--- src/rtl/enigma_pkg.sv ---
// enigma_pkg: letter index type, rotor/reflector/plugboard wirings and ASCII helpers.
// ENIGMA_PLUGBOARD_EN selects the plugboard swaps; otherwise the plugboard is the identity.
package enigma_pkg;
   localparam int NUM_LETTERS = 26;
   localparam int POS_W = 5;
   typedef logic [POS_W-1:0] idx_t;
   typedef idx_t wiring_t [0:NUM_LETTERS-1];
   localparam idx_t LAST = idx_t'(NUM_LETTERS - 1);
   localparam logic [POS_W:0] MOD = (POS_W+1)'(NUM_LETTERS);
   localparam wiring_t R1_FWD = '{
      5'd4, 5'd10, 5'd12, 5'd5, 5'd11, 5'd6, 5'd3, 5'd16, 5'd21, 5'd25, 5'd13, 5'd19, 5'd14,
      5'd22, 5'd24, 5'd7, 5'd23, 5'd20, 5'd18, 5'd15, 5'd0, 5'd8, 5'd1, 5'd17, 5'd2, 5'd9};
   localparam wiring_t R1_INV = '{
      5'd20, 5'd22, 5'd24, 5'd6, 5'd0, 5'd3, 5'd5, 5'd15, 5'd21, 5'd25, 5'd1, 5'd4, 5'd2,
      5'd10, 5'd12, 5'd19, 5'd7, 5'd23, 5'd18, 5'd11, 5'd17, 5'd8, 5'd13, 5'd16, 5'd14, 5'd9};
   localparam wiring_t R2_FWD = '{
      5'd0, 5'd9, 5'd3, 5'd10, 5'd18, 5'd8, 5'd17, 5'd20, 5'd23, 5'd1, 5'd11, 5'd7, 5'd22,
      5'd19, 5'd12, 5'd2, 5'd16, 5'd6, 5'd25, 5'd13, 5'd15, 5'd24, 5'd5, 5'd21, 5'd14, 5'd4};
   localparam wiring_t R2_INV = '{
      5'd0, 5'd9, 5'd15, 5'd2, 5'd25, 5'd22, 5'd17, 5'd11, 5'd5, 5'd1, 5'd3, 5'd10, 5'd14,
      5'd19, 5'd24, 5'd20, 5'd16, 5'd6, 5'd4, 5'd13, 5'd7, 5'd23, 5'd12, 5'd8, 5'd21, 5'd18};
   localparam wiring_t R3_FWD = '{
      5'd1, 5'd3, 5'd5, 5'd7, 5'd9, 5'd11, 5'd2, 5'd15, 5'd17, 5'd19, 5'd23, 5'd21, 5'd25,
      5'd13, 5'd24, 5'd4, 5'd8, 5'd22, 5'd6, 5'd0, 5'd10, 5'd12, 5'd14, 5'd20, 5'd18, 5'd16};
   localparam wiring_t R3_INV = '{
      5'd19, 5'd0, 5'd6, 5'd1, 5'd15, 5'd2, 5'd18, 5'd3, 5'd16, 5'd4, 5'd20, 5'd5, 5'd21,
      5'd13, 5'd22, 5'd7, 5'd25, 5'd8, 5'd24, 5'd9, 5'd23, 5'd11, 5'd17, 5'd10, 5'd14, 5'd12};
   localparam wiring_t REFL = '{
      5'd24, 5'd17, 5'd20, 5'd7, 5'd16, 5'd18, 5'd11, 5'd3, 5'd15, 5'd23, 5'd13, 5'd6, 5'd14,
      5'd10, 5'd12, 5'd8, 5'd4, 5'd1, 5'd5, 5'd25, 5'd2, 5'd22, 5'd21, 5'd9, 5'd0, 5'd19};
`ifdef ENIGMA_PLUGBOARD_EN
   localparam wiring_t PLUG = '{
      5'd4, 5'd5, 5'd12, 5'd16, 5'd0, 5'd1, 5'd6, 5'd20, 5'd8, 5'd13, 5'd10, 5'd23, 5'd2,
      5'd9, 5'd14, 5'd17, 5'd3, 5'd15, 5'd25, 5'd19, 5'd7, 5'd22, 5'd21, 5'd11, 5'd24, 5'd18};
`else
   localparam wiring_t PLUG = '{
      5'd0, 5'd1, 5'd2, 5'd3, 5'd4, 5'd5, 5'd6, 5'd7, 5'd8, 5'd9, 5'd10, 5'd11, 5'd12,
      5'd13, 5'd14, 5'd15, 5'd16, 5'd17, 5'd18, 5'd19, 5'd20, 5'd21, 5'd22, 5'd23, 5'd24, 5'd25};
`endif
   function automatic logic is_letter(input logic [7:0] c);
      return c >= 8'h41 && c <= 8'h5A;
   endfunction
   function automatic idx_t to_idx(input logic [7:0] c);
      logic [7:0] d;
      d = c - 8'h41;
      return d[POS_W-1:0];
   endfunction
   function automatic logic [7:0] to_ascii(input idx_t i);
      return {3'b000, i} + 8'h41;
   endfunction
   // Also folds raw 26..31 back into range when b is zero
   function automatic idx_t add_mod(input idx_t a, input idx_t b);
      logic [POS_W:0] s;
      s = {1'b0, a} + {1'b0, b};
      s = s >= MOD ? s - MOD : s;
      return s[POS_W-1:0];
   endfunction
   function automatic idx_t sub_mod(input idx_t a, input idx_t b);
      logic [POS_W:0] s;
      s = {1'b0, a} + MOD - {1'b0, b};
      s = s >= MOD ? s - MOD : s;
      return s[POS_W-1:0];
   endfunction
endpackage

--- src/rtl/enigma_machine.sv ---
// enigma_machine: one three-rotor machine with odometer stepping and a zero-latency cipher path.
// Plugboard contents depend on ENIGMA_PLUGBOARD_EN (see enigma_pkg).
module enigma_machine
   import enigma_pkg::*;
(
   input  logic             clk,
   input  logic             rst,
   input  logic             load,
   input  logic [POS_W-1:0] start1,
   input  logic [POS_W-1:0] start2,
   input  logic [POS_W-1:0] start3,
   input  logic [7:0]       char_in,
   output logic [7:0]       char_out
);
   idx_t pos1, pos2, pos3, x;
   logic letter;
   assign letter = is_letter(char_in);
   always_ff @(posedge clk) begin
      if (rst) begin
         pos1 <= '0;
         pos2 <= '0;
         pos3 <= '0;
      end else if (load) begin
         pos1 <= add_mod(start1, 5'd0);
         pos2 <= add_mod(start2, 5'd0);
         pos3 <= add_mod(start3, 5'd0);
      end else if (letter) begin
         pos1 <= add_mod(pos1, 5'd1);
         if (pos1 == LAST) pos2 <= add_mod(pos2, 5'd1);
         if (pos1 == LAST && pos2 == LAST) pos3 <= add_mod(pos3, 5'd1);
      end
   end
   // Enciphers with the pre-step positions; non-letters bypass the rotors
   always_comb begin
      x = PLUG[letter ? to_idx(char_in) : 5'd0];
      x = sub_mod(R1_FWD[add_mod(x, pos1)], pos1);
      x = sub_mod(R2_FWD[add_mod(x, pos2)], pos2);
      x = sub_mod(R3_FWD[add_mod(x, pos3)], pos3);
      x = REFL[x];
      x = sub_mod(R3_INV[add_mod(x, pos3)], pos3);
      x = sub_mod(R2_INV[add_mod(x, pos2)], pos2);
      x = sub_mod(R1_INV[add_mod(x, pos1)], pos1);
      x = PLUG[x];
      char_out = letter ? to_ascii(x) : char_in;
   end
endmodule

--- src/rtl/enigma_communication.sv ---
// enigma_communication: encryptor/decryptor loopback of two lock-stepped Enigma machines.
// Build with ENIGMA_PLUGBOARD_EN to enable the plugboard in both machines.
module enigma_communication
   import enigma_pkg::*;
(
   input  logic             clock,
   input  logic             reset,
   input  logic [7:0]       plainChar,
   input  logic [POS_W-1:0] startPosition1,
   input  logic [POS_W-1:0] startPosition2,
   input  logic [POS_W-1:0] startPosition3,
   input  logic             load,
   output logic [7:0]       chipherChar,
   output logic [7:0]       decryptedChar
);
   enigma_machine u_enc (
      .clk(clock), .rst(reset), .load(load),
      .start1(startPosition1), .start2(startPosition2), .start3(startPosition3),
      .char_in(plainChar), .char_out(chipherChar)
   );
   enigma_machine u_dec (
      .clk(clock), .rst(reset), .load(load),
      .start1(startPosition1), .start2(startPosition2), .start3(startPosition3),
      .char_in(chipherChar), .char_out(decryptedChar)
   );
endmodule

--- config.mk ---
export PLATFORM = sky130hd
export DESIGN_NAME = enigma_communication
export DESIGN_NICKNAME = d
export VERILOG_FILES = /design/src/rtl/enigma_pkg.sv /design/src/rtl/enigma_machine.sv /design/src/rtl/enigma_communication.sv
export SDC_FILE = /design/constraint.sdc
export NUM_CORES = 1
export LEC_CHECK = 0
export ABC_CLOCK_PERIOD_IN_PS = 133100
export BUFFER_PORTS_ARGS = -buffer_cell sky130_fd_sc_hd__buf_4
export CAP_MARGIN = 20
export CORE_AREA = 3 3 145 161
export DETAILED_ROUTE_END_ITERATION = 7
export DIE_AREA = 0 0 148 164
export GPL_ROUTABILITY_DRIVEN = 1
export PLACE_DENSITY = 0.84
export SLEW_MARGIN = 20
export SYNTH_ARGS = -nofsm -noshare
export SYNTH_HDL_FRONTEND = slang
export SYNTH_SLANG_ARGS = --single-unit
export TNS_END_PERCENT = 20
--- constraint.sdc ---
create_clock -name clock -period 133.1 [get_ports clock]
set_clock_uncertainty 0.05 [all_clocks]
set_input_delay 6.655 -clock clock [delete_from_list [all_inputs] [get_ports clock]]
set_output_delay 6.655 -clock clock [all_outputs]
set_load 0.1 [all_outputs]
==> results_dict.tcl <==
set metrics [dict create \
    status "finished, final reports clean" \
    synth_compound_area_frac 0.252 \
    cp-end-kind "output port" \
    ctsHoldBuffers 0 \
    synth-seq-cells 30 \
    vias 13100 \
    wl_met3_mm 1.22 \
    crit_buf_inv 53 \
    drtIter0Drc 744 \
    grt_max_degree 45 \
    worstSetupStartpointType "input port" \
    synthSimpleGateAreaFrac 0.146 \
    crit_fanout 24 \
    fin_util 0.671 \
    slew_headroom 0.184 \
    drc 0 \
    core_mm2 0.0220 \
    hold_violations 0 \
    grt_setup_unrepaired "no" \
    worstPathArrival_ns 69.68 \
    postSynthNetCount 2280 \
    viasPerCell 5.94 \
    setup_viol 0 \
    crit_path_max_incr_delay_ns 0.84 \
    dr.pass1.iters 5 \
    io-pin-count 42 \
    holdWs_ns 0.591 \
    rows 57 \
    met1_length_mm 14.4 \
    tns_ns 0 \
    htreeDepth 2 \
    ys_seq_area_frac 0.0427 \
    hp-class "reg2reg" \
    fin_crit_ns 76.38 \
    synth_fa_ha_area_frac 0.315 \
    slowest_stage "a21oi_2" \
    netlist_area_mm2 0.0141 \
    clock_latency_ns 0.28 \
    crit_family "adder cells" \
    syn-instance-count 1915 \
    synth_enable_flop_cells 0 \
    cts_buffers 5 \
    die_h_um 164 \
    layout.nets 2275 \
    slew_viol_final 0 \
    ys_async_sr_fraction 0 \
    period_share 0.574 \
    cts_sinks 30 \
    grt_first_pass_wirelength_mm 54.5 \
    cts.clk_slew.worst_paths_ns 0.06 \
    ys_types 81 \
    die_w_um 148 \
    dp_cells 2198 \
    wl_per_cell_um 14.3 \
    avgSynthCellArea_um2 7.34 \
    die_area_mm2 0.0243 \
    final_layout_size_suffix_gt1_frac 0.0487 \
    portBuffers 41 \
    synthMuxAreaShare 0.0529 \
    place_congestion 0.870 \
    routed_wl_mm 31.7 \
    final_cell_count_no_fill 2206 \
    synthToLayoutAreaGrowth_pct 4.87 \
    synth_xor_area_frac 0.108 \
    synth_top_family_by_area "adder cells" \
    antenna_found_initial 0 \
    worstSetupPathType "in2out" \
    wl_met2_mm 15.4 \
    ys.flop_type "dfxtp_1" \
    drv_cap 0 \
    final_antenna_net_count 0 \
    dp_hpwl_mm 25.3 \
    grt_util_all_layers 0.255 \
    worst_pin_slew_ns 1.21 \
    cts_resized 0 \
    grt_pass1_vias 12400 \
    initial_core_util 0.640 \
    clock-root-buffer "clkbuf_16" \
    fmax_mhz 13.1 \
    post_cts_buffers 0 \
    critical_path.most_common_cell "inv_1" \
    yosysWarningCount 0 \
    grt-ovfl-total 0 \
    cts_tree "done" \
    n_antenna_cell 0 \
    clock_path_buffers 2 \
    top_layer "met4" \
    crit_required_ns 126.40 \
]
registers in the layout, indices dropped and copies added, names as in the netlist:
signal,cells
u_dec.pos1,5
u_enc.pos2,5
u_enc.pos3,5
u_dec.pos3,5
u_dec.pos2,5
u_enc.pos1,5
routing by layer:
layer,vias up,track usage
met3,48,0.0105
met4,0,0.0634
met5,-,0
li1,6703,-
met2,293,0.470
met1,6051,0.329
area by class of cell:
type	instances	area, µm²
multi-input combinational	1579	12300
fill	1852	7220
inverter	247	927
sequential	30	601
tap	295	369
timing repair buffer	47	353
clock buffer	8	166
cell usage after synthesis (38+ instances only):
library cell | number | area [µm²]
a21o_1 | 57 | 428
a21oi_1 | 183 | 916
clkbuf_1 | 57 | 214
ha_1 | 315 | 3940
inv_1 | 246 | 923
mux2i_1 | 54 | 541
nand2_1 | 148 | 556
nand3_1 | 38 | 190
nor2_1 | 115 | 432
o21ai_0 | 109 | 546
xnor2_1 | 125 | 1090
xor2_1 | 49 | 429
worst register-to-register path, delay by kind of cell, from the launching register on:
family	cells	cell delay, ns
AO/OA/AOI/OAI	56	10.60
adder cells (fa/ha/maj)	30	8.82
XOR/XNOR	18	5.83
AND/OR/NAND/NOR	22	3.87
buffers and inverters	20	1.74
multiplexers	3	1.06
flip-flops	1	0.58
path summary, 6_finish.rpt:
check | startpoint | to | slack, ns | cells after the start
hold reg to reg | u_enc.pos1[1] | u_enc.pos1[1] | 0.59 | 2
setup / recovery | plainChar[1] | decryptedChar[2] | 56.72 | 303
setup reg to reg | u_enc.pos1[0] | u_dec.pos1[1] | 100.48 | 149
hold / removal | u_enc.pos1[1] | u_enc.pos1[1] | 0.59 | 2
cell families (layout without fill, tap and decap cells):
| family | count (synthesis) | after routing |
|---|---|---|
| adders and majority gates | 340 | 340 |
| and+or+nand+nor | 442 | 442 |
| AOI/OAI and AO/OA | 554 | 554 |
| buffers and inverters | 306 | 302 |
| xor gates and xnor gates | 174 | 174 |
| muxes | 69 | 69 |
| DFF | 30 | 30 |
cells in the final DEF (no fill, tap or decap), types with 12 or more instances in the layout:
master,netlist,routed
nor2b_1,20,20
o22ai_1,13,13
dfxtp_1,30,30
ha_1,315,315
o31ai_1,13,13
nand2b_1,28,28
o21ai_0,109,109
nor2_1,115,115
a31oi_1,22,22
mux2i_1,54,49
xnor2_1,125,124
buf_4,0,47
o21bai_1,14,14
a211oi_1,21,21
xor2_1,49,49
nand2_1,148,148
nand3_1,38,38
fa_1,24,24
a21o_1,57,57
mux2_2,12,12
a21oi_1,183,183
nor3_1,35,35
inv_1,246,246
o211ai_1,25,25
stage by stage:
stage / cell area [µm²] / setup slack [ns]
2_1_floorplan: 14100 / 62.48
3_3_place_gp: 14600 / 59.07
3_5_place_dp: 14600 / 56.56
4_1_cts: 14700 / 56.27
5_1_grt: 14700 / 50.60
6_report: 14700 / 56.72
Power is left out: the tool's default activity adds up to more than one toggle a clock period on the data nets, which glitch-free logic cannot reach.
